File: config.mk
export PLATFORM = sky130hd
export DESIGN_NAME = countdown_timer_flat
export DESIGN_NICKNAME = d
export VERILOG_FILES = /design/src/rtl/countdown_timer_if.sv /design/src/rtl/countdown_timer.sv /design/src/flat_wrapper.sv
export SDC_FILE = /design/constraint.sdc
export NUM_CORES = 1
export LEC_CHECK = 0
export BUFFER_PORTS_ARGS = -buffer_cell sky130_fd_sc_hd__buf_2
export CORE_AREA = 2 2 125 127
export CTS_CLUSTER_SIZE = 28
export DETAILED_ROUTE_END_ITERATION = 7
export DIE_AREA = 0 0 127 129
export GPL_TIMING_DRIVEN = 0
export PLACE_DENSITY = 0.7
export SLEW_MARGIN = 25
export SYNTH_ARGS = -nofsm -noshare
export SYNTH_HDL_FRONTEND = slang
export SYNTH_SLANG_ARGS = --single-unit
File: constraint.sdc
create_clock -name CLOCK_50 -period 3.7 [get_ports CLOCK_50]
set_clock_uncertainty 0.1 [all_clocks]
set_input_delay 0.74 -clock CLOCK_50 [delete_from_list [all_inputs] [get_ports CLOCK_50]]
set_output_delay 0.74 -clock CLOCK_50 [all_outputs]
set_load 0.02 [all_outputs]
File: src/rtl/countdown_timer_if.sv
// Board-side I/O of the countdown timer: preset switches, six 7-segment digits, status LEDs.
interface countdown_timer_if;
  logic [5:0] SW;
  logic [7:0] HEX0, HEX1, HEX2, HEX3, HEX4, HEX5;
  logic [9:0] LEDR;

  modport master (output SW, input HEX0, HEX1, HEX2, HEX3, HEX4, HEX5, LEDR);
  modport slave  (input SW, output HEX0, HEX1, HEX2, HEX3, HEX4, HEX5, LEDR);
endinterface

File: src/rtl/countdown_timer.sv
// MM:SS.cc countdown timer with a debounced start/pause/clear button,
// registered active-low 7-segment display and status LEDs.
//
// state | meaning
// IDLE  | digits follow the switch preset, waiting for a press
// RUN   | prescaler counting, digits drop one hundredth per tick
// PAUSE | digits and prescaler frozen
// DONE  | reached zero, display and LEDs blink until a press
module countdown_timer #(
  parameter int unsigned CLKS_PER_TICK = 500000,
  parameter int unsigned DEBOUNCE_CLKS = 1000000,
  parameter int unsigned BLINK_CLKS    = 12500000
) (
  input  logic             CLOCK_50,
  input  logic [1:0]       KEY,
  countdown_timer_if.slave io
);

  localparam int PW = (CLKS_PER_TICK > 1) ? $clog2(CLKS_PER_TICK) : 1;
  localparam int DW = $clog2(DEBOUNCE_CLKS + 1);
  localparam int BW = $clog2(BLINK_CLKS + 1);

  typedef enum logic [1:0] {S_IDLE, S_RUN, S_PAUSE, S_DONE} state_t;

  logic            rst_n;
  logic            sync1_q, sync1_d, sync2_q, sync2_d;
  logic [1:0]      vld_q, vld_d;
  logic            stable_q, stable_d, armed_q, armed_d;
  logic [DW-1:0]   db_cnt_q, db_cnt_d;
  logic            press;
  state_t          state_q, state_d;
  logic [5:0][3:0] dig_q, dig_d, dig_dec, preset;
  logic            borrow;
  logic [PW-1:0]   presc_q, presc_d;
  logic [BW-1:0]   blink_q, blink_d;
  logic            phase_q, phase_d;
  logic [5:0][7:0] hex_q, hex_d;
  logic [9:0]      ledr_q, ledr_d;

  assign rst_n = KEY[0];

  function automatic logic [6:0] seg7(input logic [3:0] d);
    case (d)
      4'd0:    seg7 = 7'h40;
      4'd1:    seg7 = 7'h79;
      4'd2:    seg7 = 7'h24;
      4'd3:    seg7 = 7'h30;
      4'd4:    seg7 = 7'h19;
      4'd5:    seg7 = 7'h12;
      4'd6:    seg7 = 7'h02;
      4'd7:    seg7 = 7'h78;
      4'd8:    seg7 = 7'h00;
      4'd9:    seg7 = 7'h10;
      default: seg7 = 7'h7F;
    endcase
  endfunction

  // vld tracks when sync2 holds a real sample rather than its reset value;
  // the button is only armed once it has been seen released after reset.
  always_comb begin
    sync1_d  = KEY[1];
    sync2_d  = sync1_q;
    vld_d    = {vld_q[0], 1'b1};
    stable_d = stable_q;
    db_cnt_d = '0;
    if (sync2_q != stable_q) begin
      if (db_cnt_q == DW'(DEBOUNCE_CLKS - 1)) stable_d = sync2_q;
      else db_cnt_d = db_cnt_q + DW'(1);
    end
    armed_d = armed_q | (vld_q[1] & sync2_q & stable_q);
  end

  assign press = armed_q & stable_q & ~stable_d;

  always_comb begin
    preset    = '0;
    preset[5] = {2'b00, io.SW[5:4]};
    preset[4] = (io.SW[3:0] > 4'd9) ? 4'd9 : io.SW[3:0];
  end

  // Tens of minutes never wraps: a borrow out of it would only occur at zero.
  always_comb begin
    dig_dec = dig_q;
    borrow  = 1'b1;
    for (int i = 0; i < 6; i++) begin
      if (borrow) begin
        if (dig_q[i] != 4'd0) begin
          dig_dec[i] = dig_q[i] - 4'd1;
          borrow     = 1'b0;
        end else if (i == 3) begin
          dig_dec[i] = 4'd5;
        end else if (i < 5) begin
          dig_dec[i] = 4'd9;
        end
      end
    end
  end

  always_ff @(posedge CLOCK_50 or negedge rst_n) begin
    if (!rst_n) begin
      sync1_q  <= 1'b1;
      sync2_q  <= 1'b1;
      vld_q    <= '0;
      stable_q <= 1'b1;
      armed_q  <= 1'b0;
      db_cnt_q <= '0;
      state_q  <= S_IDLE;
      dig_q    <= '0;
      presc_q  <= '0;
      blink_q  <= '0;
      phase_q  <= 1'b0;
      hex_q    <= '1;
      ledr_q   <= '0;
    end else begin
      sync1_q  <= sync1_d;
      sync2_q  <= sync2_d;
      vld_q    <= vld_d;
      stable_q <= stable_d;
      armed_q  <= armed_d;
      db_cnt_q <= db_cnt_d;
      state_q  <= state_d;
      dig_q    <= dig_d;
      presc_q  <= presc_d;
      blink_q  <= blink_d;
      phase_q  <= phase_d;
      hex_q    <= hex_d;
      ledr_q   <= ledr_d;
    end
  end

  // A press wins over a coincident tick, so the prescaler simply holds on pause.
  always_comb begin
    state_d = state_q;
    dig_d   = dig_q;
    presc_d = presc_q;
    blink_d = '0;
    phase_d = 1'b0;
    case (state_q)
      S_IDLE: begin
        dig_d   = preset;
        presc_d = '0;
        if (press) begin
          if (preset == '0) begin
            state_d = S_DONE;
            phase_d = 1'b1;
          end else begin
            state_d = S_RUN;
          end
        end
      end
      S_RUN: begin
        if (press) begin
          state_d = S_PAUSE;
        end else if (presc_q == PW'(CLKS_PER_TICK - 1)) begin
          presc_d = '0;
          dig_d   = dig_dec;
          if (dig_dec == '0) begin
            state_d = S_DONE;
            phase_d = 1'b1;
          end
        end else begin
          presc_d = presc_q + PW'(1);
        end
      end
      S_PAUSE: begin
        if (press) state_d = S_RUN;
      end
      S_DONE: begin
        dig_d = '0;
        if (press) begin
          state_d = S_IDLE;
        end else if (blink_q == BW'(BLINK_CLKS - 1)) begin
          phase_d = ~phase_q;
        end else begin
          blink_d = blink_q + BW'(1);
          phase_d = phase_q;
        end
      end
      default: state_d = S_IDLE;
    endcase
  end

  always_comb begin
    hex_d  = '1;
    ledr_d = '0;
    if (!(state_q == S_DONE && !phase_q)) begin
      for (int i = 0; i < 6; i++) begin
        hex_d[i] = {((i == 2) || (i == 4)) ? 1'b0 : 1'b1, seg7(dig_q[i])};
      end
    end
    case (state_q)
      S_RUN:   ledr_d = 10'h001;
      S_PAUSE: ledr_d = 10'h002;
      S_DONE:  ledr_d = phase_q ? 10'h3FF : 10'h000;
      default: ledr_d = 10'h000;
    endcase
  end

  assign io.HEX0 = hex_q[0];
  assign io.HEX1 = hex_q[1];
  assign io.HEX2 = hex_q[2];
  assign io.HEX3 = hex_q[3];
  assign io.HEX4 = hex_q[4];
  assign io.HEX5 = hex_q[5];
  assign io.LEDR = ledr_q;

endmodule

File: src/flat_wrapper.sv
// flat-port wrapper written by rule: the top's interface ports become plain ports
module countdown_timer_flat 
#(
  parameter int unsigned CLKS_PER_TICK = 500000,
  parameter int unsigned DEBOUNCE_CLKS = 1000000,
  parameter int unsigned BLINK_CLKS    = 12500000
)
  (CLOCK_50, KEY, io_SW, io_HEX0, io_HEX1, io_HEX2, io_HEX3, io_HEX4, io_HEX5, io_LEDR);
  countdown_timer_if io_i ();
  input  logic CLOCK_50;
  input  logic [1:0] KEY;
  input wire logic [$bits(io_i.SW)-1:0] io_SW;
  output wire logic [$bits(io_i.HEX0)-1:0] io_HEX0;
  output wire logic [$bits(io_i.HEX1)-1:0] io_HEX1;
  output wire logic [$bits(io_i.HEX2)-1:0] io_HEX2;
  output wire logic [$bits(io_i.HEX3)-1:0] io_HEX3;
  output wire logic [$bits(io_i.HEX4)-1:0] io_HEX4;
  output wire logic [$bits(io_i.HEX5)-1:0] io_HEX5;
  output wire logic [$bits(io_i.LEDR)-1:0] io_LEDR;
  assign io_i.SW = io_SW;
  assign io_HEX0 = io_i.HEX0;
  assign io_HEX1 = io_i.HEX1;
  assign io_HEX2 = io_i.HEX2;
  assign io_HEX3 = io_i.HEX3;
  assign io_HEX4 = io_i.HEX4;
  assign io_HEX5 = io_i.HEX5;
  assign io_LEDR = io_i.LEDR;
  countdown_timer #(.CLKS_PER_TICK(CLKS_PER_TICK), .DEBOUNCE_CLKS(DEBOUNCE_CLKS), .BLINK_CLKS(BLINK_CLKS)) u_core (.CLOCK_50(CLOCK_50), .KEY(KEY), .io(io_i));
endmodule
==> out/results.tsv <==
metric	value	unit
Gate Count Post-Synth	837	
fmax	296	MHz
clock power share	49.3	%
crit-path leading delay family	simple AND/OR/NAND/NOR gates	
area grow syn2layout	15.2	%
CP max-delay cell	nor3b_1	
post-cts hold buffer count	0	
routability-driven placement congestion ratio	0.895	
H-tree levels	4	
WL met3	882	um
placed cell count	1092	
share of the synthesized area in the top cell type	31.4	%
critical path type	flop to flop	
Non-Filler Instances	1124	
Initial DRC Count	494	
Req. time, crit path	3910	ps
Worst-path clk slew	60	ps
Worst Max-Slew Pin Slew	747	ps
ratio of cells with drive above 1 in the final layout	18.7	%
grt total ovfl	0	
Cell Int Power	2.61	mW
Seq pwr share	47.8	%
overall routed net length	17800	um
drt drc	0	
largest net degree at the start of global routing	73	
number of synthesized flops with an enable pin	0	
initial antenna violation count	0	
routed vias	6256	
combinational fraction of design power	2.9	%
clk root buf	clkbuf_16	
top cells by area, synth	dfrtp_1, dfstp_2, nor2_1	
commonest non-fill, non-tap cell in the layout	nor2_1	
clock buffer depth	2	
leakage power	3.87	nW
routed wl met2	8470	um
clk_lat worst skew	420	ps
Die Y	129	um
CP Capture Type	flop	
Avg Cell Area, Syn	9.14	um^2
fillcell total	1282	
pwr dens	375	nW/um^2
Max Cap Violations	0	
min Tclk post-route	3380	ps
Pre-Repair DR Iteration Count	5	
CP Launch Type	flop	
DRT antenna net count	0	
commonest non-fill, non-tap cells in the layout	nor2_1, dfrtp_1, nand2_1	
HPWL Detailed	12400	um
post-synth cell types	65	
CP Cell Sequence	inv_1, ha_1, nor3b_1, nand4_1, nand3b_1, a21oi_1, a41oi_1, mux2_2	
WL/cell	15.9	um
Setup Total Neg Slack	0	ps
starting density of the core	51.1	%
area of the core	15000	um^2
Peak VDD IR	0.317	mV
RSZ-0062 raised after global routing	false	
Slowest Stage Delay on Critical Path	660	ps
Synth area leader	dfrtp_1	
ANT cells	0	
register area share after synthesis	47.2	%
row cnt	45	
Max Fanout on Critical Path	8	
Pins Over Slew Limit	0	
first-pass GRT wire length	29100	um
outcome	completed	
# IOs	67	
Via density	5.57	
crit path DAT	3590	ps
worst hold slack	166	ps
share of flip-flops with an asynchronous set or reset	100	%
Tot GR Track Use	22.6	%
CTS tree	built	
ys flop type	dfrtp_1	
YS warnings	0	
Mapped Area	7650	um^2
sw frac	21.1	%
clk sinks	142	
setup bufs post-CTS	0	
PortBufs	62	
vias in the first global route	5756	
cts bufs inserted	17	
final hold vios	0	
Die X	127	um
Seq cells post-synth	142	
Resized cells post-CTS	0	
met1 wire length	8090	um
final net count	965	
top sig layer	met4	
Net Sw Power	697	uW
Rel. slew slack	50.1	%
die area	16400	um^2
Hold/Removal Path Class	primary input to asynchronous set/reset pin	
final cycle utilization of the critical path	91.2	%
Final Setup Violations	0	
Critical path buffers and inverters	1	
==> synthesized netlist by cell type (15+ instances only) <==
library cell and number:
dfrtp_1 96, ha_1 33, nor2_1 113, o21ai_0 73, and3_1 17, nand4_1 16
nand2b_1 15, xor2_1 37, xnor2_1 16, a21oi_1 58, nand2_1 75, clkbuf_1 27
dfstp_2 46, nand3_1 38, inv_1 29
==> metal layers <==
layer  up-vias  global-route usage (%)
met5         -                       0
met4         0                    7.82
met3        30                    4.99
met2       183                    35.9
met1      2956                    30.8
li1       3087                       -
==> power by group through the flow <==
stage	sequential (mW)	combinational, mW	clock (mW)
detailed placement	1.61	0.0968	0
global route	1.58	0.107	1.73
finish	1.58	0.0948	1.63
global placement	1.61	0.0912	0
CTS	1.58	0.0971	1.66
floorplan	1.61	0.0324	0
==> path summary, 6_finish.rpt <==
kind	depth (start not counted)	slack, ps	to	startpoint
setup / recovery	8	320	u_core.state_q[1]$_DFFE_PN0P_	u_core.dig_q[4]$_DFFE_PN0P_
hold / removal	1	170	u_core.db_cnt_q[5]$_DFF_PN0_	KEY[0]
setup reg to reg	8	320	u_core.state_q[1]$_DFFE_PN0P_	u_core.dig_q[4]$_DFFE_PN0P_
hold reg to reg	0	250	u_core.vld_q[1]$_DFF_PN0_	u_core.vld_q[0]$_DFF_PN0_
max in group asynchronous	2	2550	u_core.io.HEX4[1]$_DFF_PN1_	KEY[0]
min in group CLOCK_50	0	250	u_core.vld_q[1]$_DFF_PN0_	u_core.vld_q[0]$_DFF_PN0_
==> cell type report <==
class	count	area (um^2)	area share, %
multi-input combinational	622	3700	42.0
sequential	142	3610	41.0
clock buffer	27	513	5.82
timing repair buffer	63	348	3.95
clock inverter	5	55.1	0.624
buffer	47	239	2.71
inverter	30	113	1.28
tap	188	235	2.67
==> registers in the layout (all words and copies together) (netlist names), 3 cells and up <==
register	count
u_core.io.HEX3	7
u_core.io.HEX5	7
u_core.dig_q	24
u_core.io.HEX1	7
u_core.io.HEX0	7
u_core.db_cnt_q	20
u_core.io.LEDR	3
u_core.presc_q	19
u_core.io.HEX2	8
u_core.io.HEX4	7
u_core.blink_q	24
==> cells by family (layout without fill, tap and decap cells) <==
family                     count (synthesis)  after routing  synth area share [%]
xor gates and xnor gates                  53             53                  6.07
buffers and inverters                     77            172                  4.60
muxes                                      5              5                 0.687
and+or+nand+nor                          348            348                  22.4
other                                      1              5                0.0490
adders and majority gates                 33             33                  5.40
DFF                                      142            142                  47.2
AOI/OAI and AO/OA                        178            178                  13.6
==> metrics by stage <==
stage / util, % / setup WS, ps / area [um^2] / power, mW
after global placement: 54.8 / -157 / 8210 / 1.70
final: 58.9 / 324 / 8820 / 3.31
after global routing: 58.9 / 72.4 / 8820 / 3.42
after floorplan: - / 1080 / 7660 / 1.65
after CTS: 58.9 / 372 / 8820 / 3.34
after detailed placement: 55.1 / 384 / 8250 / 1.70
Power figures use the tool's default switching activity.
